--- config.mk ---
export PLATFORM = sky130hd
export DESIGN_NAME = uart_tx_sched
export DESIGN_NICKNAME = d
export VERILOG_FILES = /design/src/rtl/uart_tx_sched.sv
export SDC_FILE = /design/constraint.sdc
export NUM_CORES = 1
export LEC_CHECK = 0
export BUFFER_PORTS_ARGS = -buffer_cell sky130_fd_sc_hd__buf_2
export CAP_MARGIN = 20
export CORE_MARGIN = 2
export CORE_UTILIZATION = 30
export DETAILED_ROUTE_END_ITERATION = 8
export SLEW_MARGIN = 5
export SYNTH_ARGS = -nofsm -noshare
export SYNTH_HDL_FRONTEND = slang
export SYNTH_SLANG_ARGS = --single-unit
--- constraint.sdc ---
create_clock -name clk -period 1.73 [get_ports clk]
set_input_delay 0.2595 -clock clk [delete_from_list [all_inputs] [get_ports clk]]
set_output_delay 0.2595 -clock clk [all_outputs]
set_load 0.01 [all_outputs]
--- src/rtl/uart_tx_sched.sv ---
// Round-robin scheduler sharing one UART transmitter and baud generator among NREQ requesters.
// Optional even parity bit: define UART_TX_PARITY_EN.
module uart_tx_sched #(
    parameter int NREQ      = 4,
    parameter int SRC_W     = 2,
    parameter int STOP_BITS = 1
) (
    input  logic                 clk,
    input  logic                 rst_n,
    input  logic [NREQ-1:0]      req,
    input  logic [8*NREQ-1:0]    req_data,
    output logic [NREQ-1:0]      gnt,
    output logic [SRC_W-1:0]     src_id,
    output logic                 busy,
    output logic                 done,
    output logic                 bps_start,
    input  logic                 clk_bps,
    output logic                 txd
);

`ifdef UART_TX_PARITY_EN
    localparam int PAR_BITS = 1;
`else
    localparam int PAR_BITS = 0;
`endif
    localparam int         FRAME_BITS = 10 + PAR_BITS + STOP_BITS - 1;
    localparam logic [3:0] LAST_CNT   = 4'(FRAME_BITS);
    localparam logic [3:0] DATA_END   = 4'd8;

    typedef enum logic [1:0] {S_IDLE, S_SEND, S_DONE} state_t;

    state_t            state_q,     state_d;
    logic [SRC_W-1:0]  rr_ptr_q,    rr_ptr_d;
    logic [SRC_W-1:0]  src_id_q,    src_id_d;
    logic [7:0]        shift_q,     shift_d;
    logic [3:0]        bit_cnt_q,   bit_cnt_d;
    logic [NREQ-1:0]   gnt_q,       gnt_d;
    logic              busy_q,      busy_d;
    logic              done_q,      done_d;
    logic              bps_start_q, bps_start_d;
    logic              txd_q,       txd_d;
`ifdef UART_TX_PARITY_EN
    logic              parity_q,    parity_d;
`endif

    logic              arb_found;
    logic [SRC_W-1:0]  arb_idx;
    logic [NREQ-1:0]   arb_onehot;
    logic [7:0]        arb_byte;
    logic              strobe_ok;

    // Scan rr_ptr+1, rr_ptr+2, ... wrapping at NREQ; the first set request wins.
    always_comb begin : arbiter
        int               cand;
        logic [SRC_W-1:0] cand_idx;
        // NOTE: every combinational output gets a default first so no path infers a latch.
        cand       = 0;
        cand_idx   = '0;
        arb_found  = 1'b0;
        arb_idx    = '0;
        arb_onehot = '0;
        arb_byte   = '0;
        for (int k = 1; k <= NREQ; k++) begin
            cand = int'(rr_ptr_q) + k;
            if (cand >= NREQ) cand = cand - NREQ;
            cand_idx = SRC_W'(cand);
            if (!arb_found && req[cand_idx]) begin
                arb_found = 1'b1;
                arb_idx   = cand_idx;
            end
        end
        for (int i = 0; i < NREQ; i++) begin
            if (arb_idx == SRC_W'(i)) begin
                arb_onehot[i] = 1'b1;
                arb_byte      = req_data[8*i +: 8];
            end
        end
    end

    // The grant cycle itself never consumes a strobe.
    assign strobe_ok = clk_bps && bps_start_q && !(|gnt_q);

    always_comb begin
        state_d     = state_q;
        rr_ptr_d    = rr_ptr_q;
        src_id_d    = src_id_q;
        shift_d     = shift_q;
        bit_cnt_d   = bit_cnt_q;
        gnt_d       = '0;
        busy_d      = busy_q;
        done_d      = 1'b0;
        bps_start_d = bps_start_q;
        txd_d       = txd_q;
`ifdef UART_TX_PARITY_EN
        parity_d    = parity_q;
`endif
        case (state_q)
            S_IDLE: begin
                if (arb_found) begin
                    rr_ptr_d    = arb_idx;
                    src_id_d    = arb_idx;
                    shift_d     = arb_byte;
                    bit_cnt_d   = '0;
                    gnt_d       = arb_onehot;
                    busy_d      = 1'b1;
                    bps_start_d = 1'b1;
`ifdef UART_TX_PARITY_EN
                    parity_d    = 1'b0;
`endif
                    state_d     = S_SEND;
                end
            end
            S_SEND: begin
                if (strobe_ok) begin
                    bit_cnt_d = bit_cnt_q + 4'd1;
                    if (bit_cnt_q == 4'd0) begin
                        txd_d = 1'b0;
                    end else if (bit_cnt_q <= DATA_END) begin
                        txd_d   = shift_q[0];
                        shift_d = {1'b1, shift_q[7:1]};
`ifdef UART_TX_PARITY_EN
                        parity_d = parity_q ^ shift_q[0];
                    end else if (bit_cnt_q == 4'd9) begin
                        txd_d = parity_q;
`endif
                    end else if (bit_cnt_q < LAST_CNT) begin
                        txd_d = 1'b1;
                    end else begin
                        // This strobe closes the last stop bit.
                        txd_d       = 1'b1;
                        bps_start_d = 1'b0;
                        done_d      = 1'b1;
                        state_d     = S_DONE;
                    end
                end
            end
            S_DONE: begin
                busy_d  = 1'b0;
                state_d = S_IDLE;
            end
            default: state_d = S_IDLE;
        endcase
    end

    always_ff @(posedge clk or negedge rst_n) begin
        if (!rst_n) begin
            state_q     <= S_IDLE;
            rr_ptr_q    <= SRC_W'(NREQ - 1);
            src_id_q    <= '0;
            shift_q     <= '0;
            bit_cnt_q   <= '0;
            gnt_q       <= '0;
            busy_q      <= 1'b0;
            done_q      <= 1'b0;
            bps_start_q <= 1'b0;
            txd_q       <= 1'b1;
`ifdef UART_TX_PARITY_EN
            parity_q    <= 1'b0;
`endif
        end else begin
            // NOTE: non-blocking assignments so every flop samples pre-edge values.
            state_q     <= state_d;
            rr_ptr_q    <= rr_ptr_d;
            src_id_q    <= src_id_d;
            shift_q     <= shift_d;
            bit_cnt_q   <= bit_cnt_d;
            gnt_q       <= gnt_d;
            busy_q      <= busy_d;
            done_q      <= done_d;
            bps_start_q <= bps_start_d;
            txd_q       <= txd_d;
`ifdef UART_TX_PARITY_EN
            parity_q    <= parity_d;
`endif
        end
    end

    assign gnt       = gnt_q;
    assign src_id    = src_id_q;
    assign busy      = busy_q;
    assign done      = done_q;
    assign bps_start = bps_start_q;
    assign txd       = txd_q;

endmodule
==> results.txt, run 1 <==
run status: finished, violations left
violated checks: negative setup slack
hold path cells: 4
iteration-0 DRC count of the detailed router: 76
Hold Crit Class: input pin to flop
Layout Nets: 269
slew margin rel.: 60.6%
clk root buf: clkbuf_8
R2R depth: 6
Seq/Total Area, Yosys: 44.3%
worst r2r dst: shift_q[0]
Area growth syn-to-layout: 44.4%
Hold Path End: shift_q[0]
Syn Inst Count: 159
Worst R2R Start: rr_ptr_q[1]
DP Cell Count: 286
flop2flop setup slack: -0.05 ns
Post-Place Setup Slack: -0.0978 ns
Max-Cap Viols: 0
critical path capture point type: flop
Slowest cell on crit path: dfstp_2
unrepaired setup endpoints after global routing: yes
Final Setup Violations: 6
Clock Sinks: 26
Synth Net Count: 200
number of synthesized register bits: 26
mapped cell area: 1480 sq um
Setup CP Type: flop to flop
Die Ht: 74.2 um
Pwr Density: 1560 nW/um^2
unique cell type count in the Yosys netlist: 40
initial antenna violation count: 0
CTS max path bufs: 2
GPL Wtd Cong: 0.851
worst hold start: req_data[24]
Post-Route Skew: 0.00541 ns
via count: 1,385
Leakage: 1.05 nW
Vias/cell: 4.71
CTS buffer count: 3
core area: 4720 sq um
register area: 654 sq um
CP Data Required Time: 1.90 ns
hpwl dp: 2.85 mm
largest net degree at the start of global routing: 27
final core area utilization: 45.2%
Total Routed Length: 3.85 mm
fin crit period: 1.78 ns
Final Max Tran Viols: 0
vias in the first global route: 1,325
drt drc: 0
CTS clk-pin slew, worst paths: 0.09 ns
first-pass GRT wire length: 6.17 mm
Crit path largest cell delay: 0.58 ns
Rows: 25
Setup crit start kind: flop
layout cell share with drive strength beyond 1: 44.1%
multi-input combinational cell area: 863 sq um
period utilisation layout: 103%
Final WS setup: -0.0488 ns
IO Pins: 49
ANT nets after route: 0
latest clock arrival within the worst-skew pair: 0.27 ns
worst-path fanout max: 7
CTS tree: built
antenna cells: 0
Syn. warnings: 0
maximum vdd drop: 0.526 mV
routed len/inst: 13.1 um
worst path arrival time: 1.95 ns
htree depth: 1
average cell area after synthesis: 9.29 sq um
die width: 74.2 um
die area: 5500 sq um
total grt overflow: 0
number of fill cells in the layout: 466
gr usage total: 14.7%
# port buffers: 48
DRT Pass-1 Iters: 5
final hold vios: 0
Least-Margin Pin Slew: 0.591 ns
fin cells: 294
initial cell density of the core: 31.3%
fmax: 562 MHz
CP Cell Sequence: buf_6 -> nor3_2 -> o31a_4 -> a221oi_2 -> o21ai_1 -> a22o_1
## sequential cells by signal, indices dropped and copies added (netlist names)
signal     count
bit_cnt_q      4
bps_start      1
busy           1
done           1
gnt            4
rr_ptr_q       2
shift_q        8
src_id         2
state_q        2
txd            1
## power breakdown
part	internal [mW]	switching [mW]	total (mW)	leakage, nW
registers	0.857	0.167	1.02	0.314
clock network	0.310	0.196	0.505	0.0357
logic	0.908	0.894	1.80	0.701
## layout by cell type (no fill, tap or decap), types with 5 or more instances in the layout
master     n
dfrtp_1   23
nand2_1   11
buf_2     48
inv_1      8
a221oi_2   5
nor2_1    25
a22o_1     7
o21ai_1    7
mux2i_1    8
buf_4     18
## worst max path at each step
stage	startpoint	slack [ns]	cells after the start	to
after floorplan	rr_ptr_q[1]	-0.01	7	shift_q[2]
after global placement	rr_ptr_q[0]	-0.05	6	shift_q[0]
after detailed placement	rr_ptr_q[0]	-0.1	6	shift_q[4]
after CTS	rr_ptr_q[1]	-0.04	6	shift_q[4]
after global routing	rr_ptr_q[1]	-0.15	6	shift_q[0]
final	rr_ptr_q[1]	-0.05	6	shift_q[0]
## through the flow
| step | power, mW | setup TNS [ns] | hold slack, ns | instance area (sq um) |
|---|---|---|---|---|
| final | 3.33 | -0.192 | 0.338 | 2130 |
| after global routing | 3.61 | -0.770 | 0.358 | 2130 |
| after CTS | 3.11 | -0.0946 | 0.315 | 2000 |
| after detailed placement | 2.57 | -0.560 | 0.301 | 1900 |
| after global placement | 2.55 | -0.267 | 0.297 | 1900 |
| after floorplan | 2.09 | -0.0827 | -0.0361 | 1490 |
## synthesized netlist by cell type (all sizes together)
library cell	count	area share [%]
or2b	2	1.0
inv	8	2.0
clkbuf	3	0.85
nor2	29	7.5
nand2b	3	1.3
nor4	1	0.42
nor3	4	1.4
a21o	1	0.51
nand3	3	1.0
buf	4	2.4
xor2	2	1.2
a31oi	2	0.85
a311oi	1	0.59
o211ai	3	1.5
nand2	11	2.8
a21boi	1	0.51
a21oi	4	2.1
o21ai	11	3.7
o31a	2	1.2
mux2i	9	6.1
o221ai	1	0.59
a221oi	7	4.1
or2	2	0.85
o21bai	1	0.51
dfrtp	23	39
mux2	1	0.76
nor2b	5	2.6
a22o	7	4.1
dfstp	3	5.3
xnor2	1	0.59
nand4	1	0.42
and2	1	0.42
ha	2	1.7
## critical path: cells and delay by family, from the launching register on
family,cells,cell delay (ns)
compound gates,4,0.95
buf+inv,1,0.11
flops,1,0.58
simple gates,1,0.04
## cells by family (layout without fill, tap and decap cells)
logic type / count (synthesis) / in the layout / synth area share [%]
DFF: 26 / 26 / 44.3
adders and majority gates: 2 / 2 / 1.69
muxes: 10 / 10 / 6.86
AOI/OAI and AO/OA: 41 / 41 / 20.4
and+or+nand+nor: 62 / 62 / 19.7
buffers and inverters: 15 / 83 / 5.25
xor gates and xnor gates: 3 / 3 / 1.78
## layout make-up
| type | instances | share of cell area (%) |
|---|---|---|
| Inverter | 8 | 1.41 |
| Clock inverter | 1 | 1.41 |
| Clock buffer | 3 | 1.94 |
| Tap cell | 67 | 3.93 |
| Sequential cell | 26 | 30.7 |
| Timing Repair Buffer | 71 | 20.2 |
| Multi-Input combinational cell | 118 | 40.5 |
## repair_timing
item | in CTS | in global routing
setup endpoints to repair | 9 | 16
hold buffers | 1 | 0
endpoints found under the hold margin | 10 | 0
gates resized for setup | 4 | 25
buffers inserted | 0 | 3
pin swaps | 2 | 13
## routing by layer
| metal | track usage [%] | share of wire, % |
|---|---|---|
| met1 | 20.6 | 47 |
| met2 | 23.3 | 48 |
| met3 | 2.17 | 4.8 |
| met4 | 4.85 | 0.36 |
| met5 | 0 | 0 |
Power figures use the tool's default switching activity.
==> run 2: changes to the inputs <==
--- a/config.mk
+++ b/config.mk
@@ -7,7 +7,6 @@
 export LEC_CHECK = 0
 export BUFFER_PORTS_ARGS = -buffer_cell sky130_fd_sc_hd__buf_2
 export CAP_MARGIN = 20
-export CORE_MARGIN = 2
 export CORE_UTILIZATION = 30
 export DETAILED_ROUTE_END_ITERATION = 8
 export SLEW_MARGIN = 5
==> run 2 against run 1 <==
Effect of this change: the flow still finishes with violations (negative setup slack); via count increased by 4.3%; cell count increased by 0.68%; design area increased by 1.1%; critical path type unchanged.
==> results.txt, run 2 (synthesized netlist as in run 1, its figures left out) <==
Setup crit start kind: flop (unchanged)
period utilisation layout: 105% (was 103%)
register with the most flip-flops: shift_q (unchanged)
Vias/cell: 4.88 (was 4.71)
# port buffers: 48 (unchanged)
Reg power frac: 30.6% (was 30.7%)
core area: 4720 sq um (unchanged)
run status: finished, violations left (unchanged)
Total Routed Length: 3.88 mm (was 3.85 mm)
most common cell after layout, fill and taps aside: buf_2 (unchanged)
Hold Crit Class: input pin to flop (unchanged)
initial antenna violation count: 0 (unchanged)
Area growth syn-to-layout: 45.9% (was 44.4%)
Layout Nets: 271 (was 269)
Pwr Density: 1550 nW/um^2 (was 1560 nW/um^2)
P_sw: 1.33 mW (was 1.26 mW)
Final Setup Violations: 7 (was 6)
WHS: 0.340 ns (was 0.338 ns)
unrepaired setup endpoints after global routing: yes (unchanged)
Setup CP Type: flop to flop (unchanged)
GPL Wtd Cong: 0.794 (was 0.851)
hold path cells: 4 (unchanged)
placed cell area: 1910 sq um (was 1900 sq um)
cell internal pwr: 2.03 mW (was 2.07 mW)
antenna cells: 0 (unchanged)
Power, Total: 3.35 mW (was 3.33 mW)
CP Data Required Time: 1.90 ns (about the same)
highest-count cells in the layout ignoring fill and taps: buf_2, nor2_1, dfrtp_1, buf_4, nand2_1 (unchanged)
IO Pins: 49 (unchanged)
Post-Route Skew: 0.00633 ns (was 0.00541 ns)
fin crit period: 1.81 ns (was 1.78 ns)
worst path arrival time: 1.97 ns (was 1.95 ns)
worst-path fanout max: 7 (unchanged)
largest net degree at the start of global routing: 27 (unchanged)
Leakage: 1.06 nW (was 1.05 nW)
hpwl dp: 2.80 mm (was 2.85 mm)
Max-Cap Viols: 0 (unchanged)
slew margin rel.: 61.0% (was 60.6%)
R2R depth: 6 (unchanged)
final hold vios: 0 (unchanged)
total grt overflow: 0 (unchanged)
CTS tree: built (unchanged)
CTS clk-pin slew, worst paths: 0.10 ns (was 0.09 ns)
via count: 1,444 (was 1,385)
first-pass GRT wire length: 5.83 mm (was 6.17 mm)
iteration-0 DRC count of the detailed router: 58 (was 76)
final core area utilization: 45.6% (was 45.2%)
critical path capture point type: flop (unchanged)
violated checks: negative setup slack (unchanged)
DP Cell Count: 288 (was 286)
Final Max Tran Viols: 0 (unchanged)
gr usage total: 14.6% (was 14.7%)
fin cells: 296 (was 294)
die width: 72.2 um (was 74.2 um)
initial cell density of the core: 31.3% (unchanged)
combinational power share: 57.5% (was 54.1%)
Clock Sinks: 26 (unchanged)
layout cell share with drive strength beyond 1: 44.1% (about the same)
latest clock arrival within the worst-skew pair: 0.27 ns (about the same)
clk root buf: clkbuf_8 (unchanged)
fmax: 553 MHz (was 562 MHz)
drt drc: 0 (unchanged)
number of fill cells in the layout: 454 (was 466)
Rows: 25 (unchanged)
ANT nets after route: 0 (unchanged)
Die Ht: 72.2 um (was 74.2 um)
htree depth: 1 (unchanged)
Final Cell Area: 2160 sq um (was 2130 sq um)
Final WS setup: -0.0789 ns (was -0.0488 ns)
routed len/inst: 13.1 um (about the same)
CTS max path bufs: 2 (unchanged)
clock power share: 12.0% (was 15.2%)
Least-Margin Pin Slew: 0.585 ns (was 0.591 ns)
Net Sw Frac: 39.6% (was 37.7%)
CTS buffer count: 3 (unchanged)
vias in the first global route: 1,214 (was 1,325)
max FFs per register: 8 (unchanged)
maximum vdd drop: 0.488 mV (was 0.526 mV)
die area: 5210 sq um (was 5500 sq um)
DRT Pass-1 Iters: 4 (was 5)
==> run 2: repair_timing <==
item | in CTS | in global routing
buffers inserted | 0 | 2
gates resized for setup | 3 | 27
gates cloned | 0 | 1
pin swaps | 2 | 16
endpoints found under the setup margin | 7 | 11
hold buffers | 1 | 0
endpoints found under the hold margin | 23 | 0
==> run 2: final timing paths <==
path,startpoint,end,slack (ns)
setup / recovery,rr_ptr_q[1],shift_q[6],-0.08
hold / removal,req_data[27],shift_q[3],0.34
setup reg to reg,rr_ptr_q[1],shift_q[6],-0.08
hold reg to reg,src_id[1],src_id[1],0.49
max in group asynchronous,rst_n,state_q[0],0.83
min in group asynchronous,rst_n,gnt[3],0.52
==> run 2: power by group through the flow <==
stage	logic [mW]	registers (mW)	clock network [mW]
final	1.93	1.02	0.402
after global placement	1.58	1.01	0
after global routing	2.11	1.06	0.440
after floorplan	1.07	1.03	0
after CTS	1.62	1.00	0.406
after detailed placement	1.59	1.01	0
==> run 2: cell type report <==
class / instances / area, sq um / area share [%]
flip-flops and latches: 26 / 654 / 30.4
multi-input cells: 119 / 882 / 40.9
inverters: 8 / 30.0 / 1.39
repair buffers: 72 / 450 / 20.9
well taps: 67 / 83.8 / 3.89
clock buffers: 4 / 55.1 / 2.55
==> run 2: worst max-delay path, stage by stage, from the launching register on <==
cell,delay (ns)
dfstp_2,0.59
buf_6,0.12
nor3_2,0.05
o31a_4,0.41
a221oi_2,0.21
o21ai_1,0.11
a22o_1,0.22
==> run 2: routing by layer <==
metal	GRT usage, %	wire length [um]	vias to the layer above
met2	22.9	1860	42
met4	5.88	34	0
met5	0	0	-
li1	-	-	708
met3	1.94	152	2
met1	20.3	1830	692
==> run 2: metrics by stage <==
step,setup slack [ns],TNS (ns)
floorplan,-0.0138,-0.0827
global placement,-0.0348,-0.204
detailed placement,-0.104,-0.572
CTS,-0.0330,-0.124
global route,-0.165,-0.925
finish,-0.0789,-0.278
==> run 3: changes to the inputs <==
--- a/config.mk
+++ b/config.mk
@@ -5,11 +5,13 @@
 export SDC_FILE = /design/constraint.sdc
 export NUM_CORES = 1
 export LEC_CHECK = 0
+export ABC_AREA = 1
 export BUFFER_PORTS_ARGS = -buffer_cell sky130_fd_sc_hd__buf_2
 export CAP_MARGIN = 20
 export CORE_UTILIZATION = 30
 export DETAILED_ROUTE_END_ITERATION = 8
-export SLEW_MARGIN = 5
+export MAX_ROUTING_LAYER = met4
+export SLEW_MARGIN = 20
 export SYNTH_ARGS = -nofsm -noshare
 export SYNTH_HDL_FRONTEND = slang
 export SYNTH_SLANG_ARGS = --single-unit
==> run 3 against run 2 <==
Effect of this change: the run ends with negative hold slack, negative setup slack left; total power grew 63%; clock skew shrank 0.0048 ns; design area grew 14%; non-clock buffer count is 10 higher; global-route usage up 2.5 points; setup slack got worse by 0.27 ns; critical path depth grew 9; die area is 15% higher; critical path type unchanged.
==> results.txt, run 3 <==
Pwr Density: 2220 nW/um^2 (was 1550 nW/um^2)
period utilisation layout: 120% (was 105%)
register with the most flip-flops: shift_q (unchanged)
Bufs and invs on worst path: 3 (was 1)
# port buffers: 48 (unchanged)
via count: 1,828 (was 1,444)
Final WS setup: -0.344 ns (was -0.0789 ns)
worst r2r dst: shift_q[5] (was shift_q[6])
fmax: 482 MHz (was 553 MHz)
worst setup path start: rr_ptr_q[0] (was rr_ptr_q[1])
Synth Net Count: 290 (was 200)
final hold vios: 23 (was 0)
iteration-0 DRC count of the detailed router: 56 (was 58)
IO Pins: 49 (unchanged)
layout cell share with drive strength beyond 1: 40.1% (was 44.1%)
Total Routed Length: 4.65 mm (was 3.88 mm)
Worst R2R Start: rr_ptr_q[0] (was rr_ptr_q[1])
Power, Total: 5.46 mW (was 3.35 mW)
WHS: -0.0198 ns (was 0.340 ns)
vias in the first global route: 1,802 (was 1,214)
slew margin rel.: 61.1% (was 61.0%)
CTS tree: built (unchanged)
CP top delay family: simple AND/OR/NAND/NOR gates (was compound AO/OA/AOI/OAI gates)
Seq/Total Area, Yosys: 38.4% (was 44.3%)
routed len/inst: 11.5 um (was 13.1 um)
maximum vdd drop: 1.11 mV (was 0.488 mV)
CTS clk-pin slew, worst paths: 0.09 ns (was 0.10 ns)
fin crit period: 2.07 ns (was 1.81 ns)
Most common cell on crit path: nand2_2
most used flip-flop cell after synthesis: dfrtp_1 (unchanged)
top cell type's share of synthesized area: 33.8% (was 39.0%)
Leakage: 1.30 nW (was 1.06 nW)
ANT nets after route: 0 (unchanged)
Rows: 27 (was 25)
final core area utilization: 44.9% (was 45.6%)
Setup CP Type: flop to flop (unchanged)
critical path capture point type: flop (unchanged)
initial antenna violation count: 0 (unchanged)
number of synthesized register bits: 26 (unchanged)
Final Setup Violations: 24 (was 7)
Area growth syn-to-layout: 44.5% (was 45.9%)
flop2flop setup slack: -0.34 ns (was -0.08 ns)
drt drc: 0 (unchanged)
highest-count cells in the layout ignoring fill and taps: nand2_1, buf_2, nor2_1, buf_4, dfrtp_1 (was buf_2, nor2_1, dfrtp_1, buf_4, nand2_1)
Syn. warnings: 0 (unchanged)
Least-Margin Pin Slew: 0.584 ns (was 0.585 ns)
number of fill cells in the layout: 581 (was 454)
Crit path depth: 15 (was 6)
Synth area leader: dfrtp_1 (unchanged)
GPL Wtd Cong: 0.819 (was 0.794)
core area: 5470 sq um (was 4720 sq um)
worst path arrival time: 2.24 ns (was 1.97 ns)
violated checks: negative hold slack, negative setup slack (was negative setup slack)
unrepaired setup endpoints after global routing: yes (unchanged)
largest net degree at the start of global routing: 27 (unchanged)
gr usage total: 17.1% (was 14.6%)
max FFs per register: 8 (unchanged)
CTS max path bufs: 2 (unchanged)
Die Ht: 77.3 um (was 72.2 um)
average cell area after synthesis: 6.84 sq um (was 9.29 sq um)
Post-Route Skew: 0.00150 ns (was 0.00633 ns)
run status: finished, violations left (unchanged)
clk root buf: clkbuf_8 (unchanged)
initial cell density of the core: 31.1% (was 31.3%)
register area: 654 sq um (unchanged)
die width: 77.3 um (was 72.2 um)
mapped cell area: 1700 sq um (was 1480 sq um)
latest clock arrival within the worst-skew pair: 0.27 ns (about the same)
sum of negative setup slack: -5.79 ns (was -0.278 ns)
ys async rst share: 100% (unchanged)
CP Cell Sequence: inv_4 -> nand2_2 -> nand2_2 -> nand2_2 -> nand2_2 -> nor2_4 -> nand4_1 -> buf_6 -> nand2_8 -> nor2_4 -> buf_12 -> a21oi_2 -> nand2_1 -> nand2_1 -> nand2_1 (was buf_6 -> nor3_2 -> o31a_4 -> a221oi_2 -> o21ai_1 -> a22o_1)
Slowest cell on crit path: dfstp_2 (unchanged)
Vias/cell: 4.52 (was 4.88)
unique cell type count in the Yosys netlist: 26 (was 40)
total grt overflow: 0 (unchanged)
Post-synth EDFFs: 0 (unchanged)
count leader, synth: nand2_1 (was nor2_1)
CP Data Required Time: 1.90 ns (about the same)
CTS buffer count: 3 (unchanged)
Hold Crit Class: input pin to async pin (was input pin to flop)
die area: 5980 sq um (was 5210 sq um)
hold buffers post-CTS: 0 (was 1)
Setup crit end: shift_q[5] (was shift_q[6])
R2R depth: 15 (was 6)
first-pass GRT wire length: 7.97 mm (was 5.83 mm)
DRT Pass-1 Iters: 4 (unchanged)
Setup crit start kind: flop (unchanged)
worst-path fanout max: 8 (was 7)
Crit path largest cell delay: 0.61 ns (was 0.59 ns)
Syn Inst Count: 249 (was 159)
Clock Sinks: 26 (unchanged)
Max-Cap Viols: 0 (unchanged)
hpwl dp: 3.43 mm (was 2.80 mm)
Synth area leaders: dfrtp_1, nand2_1, nor2_1, nand3_1, dfstp_2 (was dfrtp_1, nor2_1, mux2i_1, dfstp_2, a221oi_1)
most common cell after layout, fill and taps aside: nand2_1 (was buf_2)
most common library cells after synthesis: nand2_1, nor2_1, dfrtp_1, nand3_1, inv_1 (was nor2_1, dfrtp_1, nand2_1, o21ai_0, mux2i_1)
Layout Nets: 374 (was 271)
antenna cells: 0 (unchanged)
multi-input combinational cell area: 1020 sq um (was 882 sq um)
Final Max Tran Viols: 0 (unchanged)
htree depth: 1 (unchanged)
-- run 3: cell types whose count changed after synthesis, sizes merged, moves of 9 or more --
cell / delta
nand3: +22
nor2: +16
mux2i: -9
nand2: +80
inv: +15
-- run 3: cell families (layout without fill, tap and decap cells) --
kind of cell / count (synthesis) / in the layout / share of synthesized area [%]
adders and majority gates: 2 / 2 / 1.47
AOI/OAI and AO/OA: 23 / 23 / 6.98
xor gates and xnor gates: 2 / 2 / 1.03
and+or+nand+nor: 169 / 169 / 45.0
DFF: 26 / 26 / 38.4
buffers and inverters: 27 / 110 / 7.05
-- run 3: per-stage QoR --
step                      worst slack (ns)  hold WS (ns)  cells  area (sq um)
after floorplan                     -0.110       -0.0361    249          1720
after global placement              -0.326         0.295    390          2190
after detailed placement            -0.390         0.293    390          2190
after CTS                           -0.305       0.00475    403          2440
after global routing                -0.515        0.0283    404          2460
final                               -0.344       -0.0198    404          2460
-- run 3: worst min-delay path by stage --
stage / startpoint / to / slack, ns / cells after the start
2_1_floorplan: rst_n / bit_cnt_q[0] / -0.04 / 0
3_3_place_gp: rst_n / done / 0.30 / 1
3_5_place_dp: rst_n / bit_cnt_q[3] / 0.29 / 1
4_1_cts: rst_n / bit_cnt_q[3] / 0.005 / 1
5_1_grt: rst_n / shift_q[2] / 0.03 / 1
6_report: rst_n / shift_q[2] / -0.02 / 1
-- run 3: area by class of cell --
cell class / count / share of cell area, %
well taps: 72 / 3.66
clock buffers: 4 / 2.24
repair buffers: 82 / 22.1
multi-input cells: 196 / 41.4
inverters: 24 / 3.97
flip-flops and latches: 26 / 26.6
-- run 3: repair_timing --
item                       4_1_cts  5_1_grt
setup endpoints to repair       24       24
resized for setup               22        3
pin swaps                        6        0
setup buffers                    9        1
cloned                           0        0
-- run 3: power breakdown --
| group | total (mW) | switching (mW) | internal, mW | leakage, nW |
|---|---|---|---|---|
| clock | 0.391 | 0.188 | 0.203 | 0.0288 |
| sequential | 1.02 | 0.164 | 0.853 | 0.315 |
| combinational | 4.05 | 2.26 | 1.79 | 0.959 |
| total | 5.46 | 2.62 | 2.84 | 1.30 |
-- run 3: metal layers --
metal  vias to the layer above  wire, um  track usage (%)
li1                        956         -                -
met2                        37      2300             30.3
met5                         -         0                -
met1                       831      2170             21.0
met3                         4       141             1.65
met4                         0        34             3.96
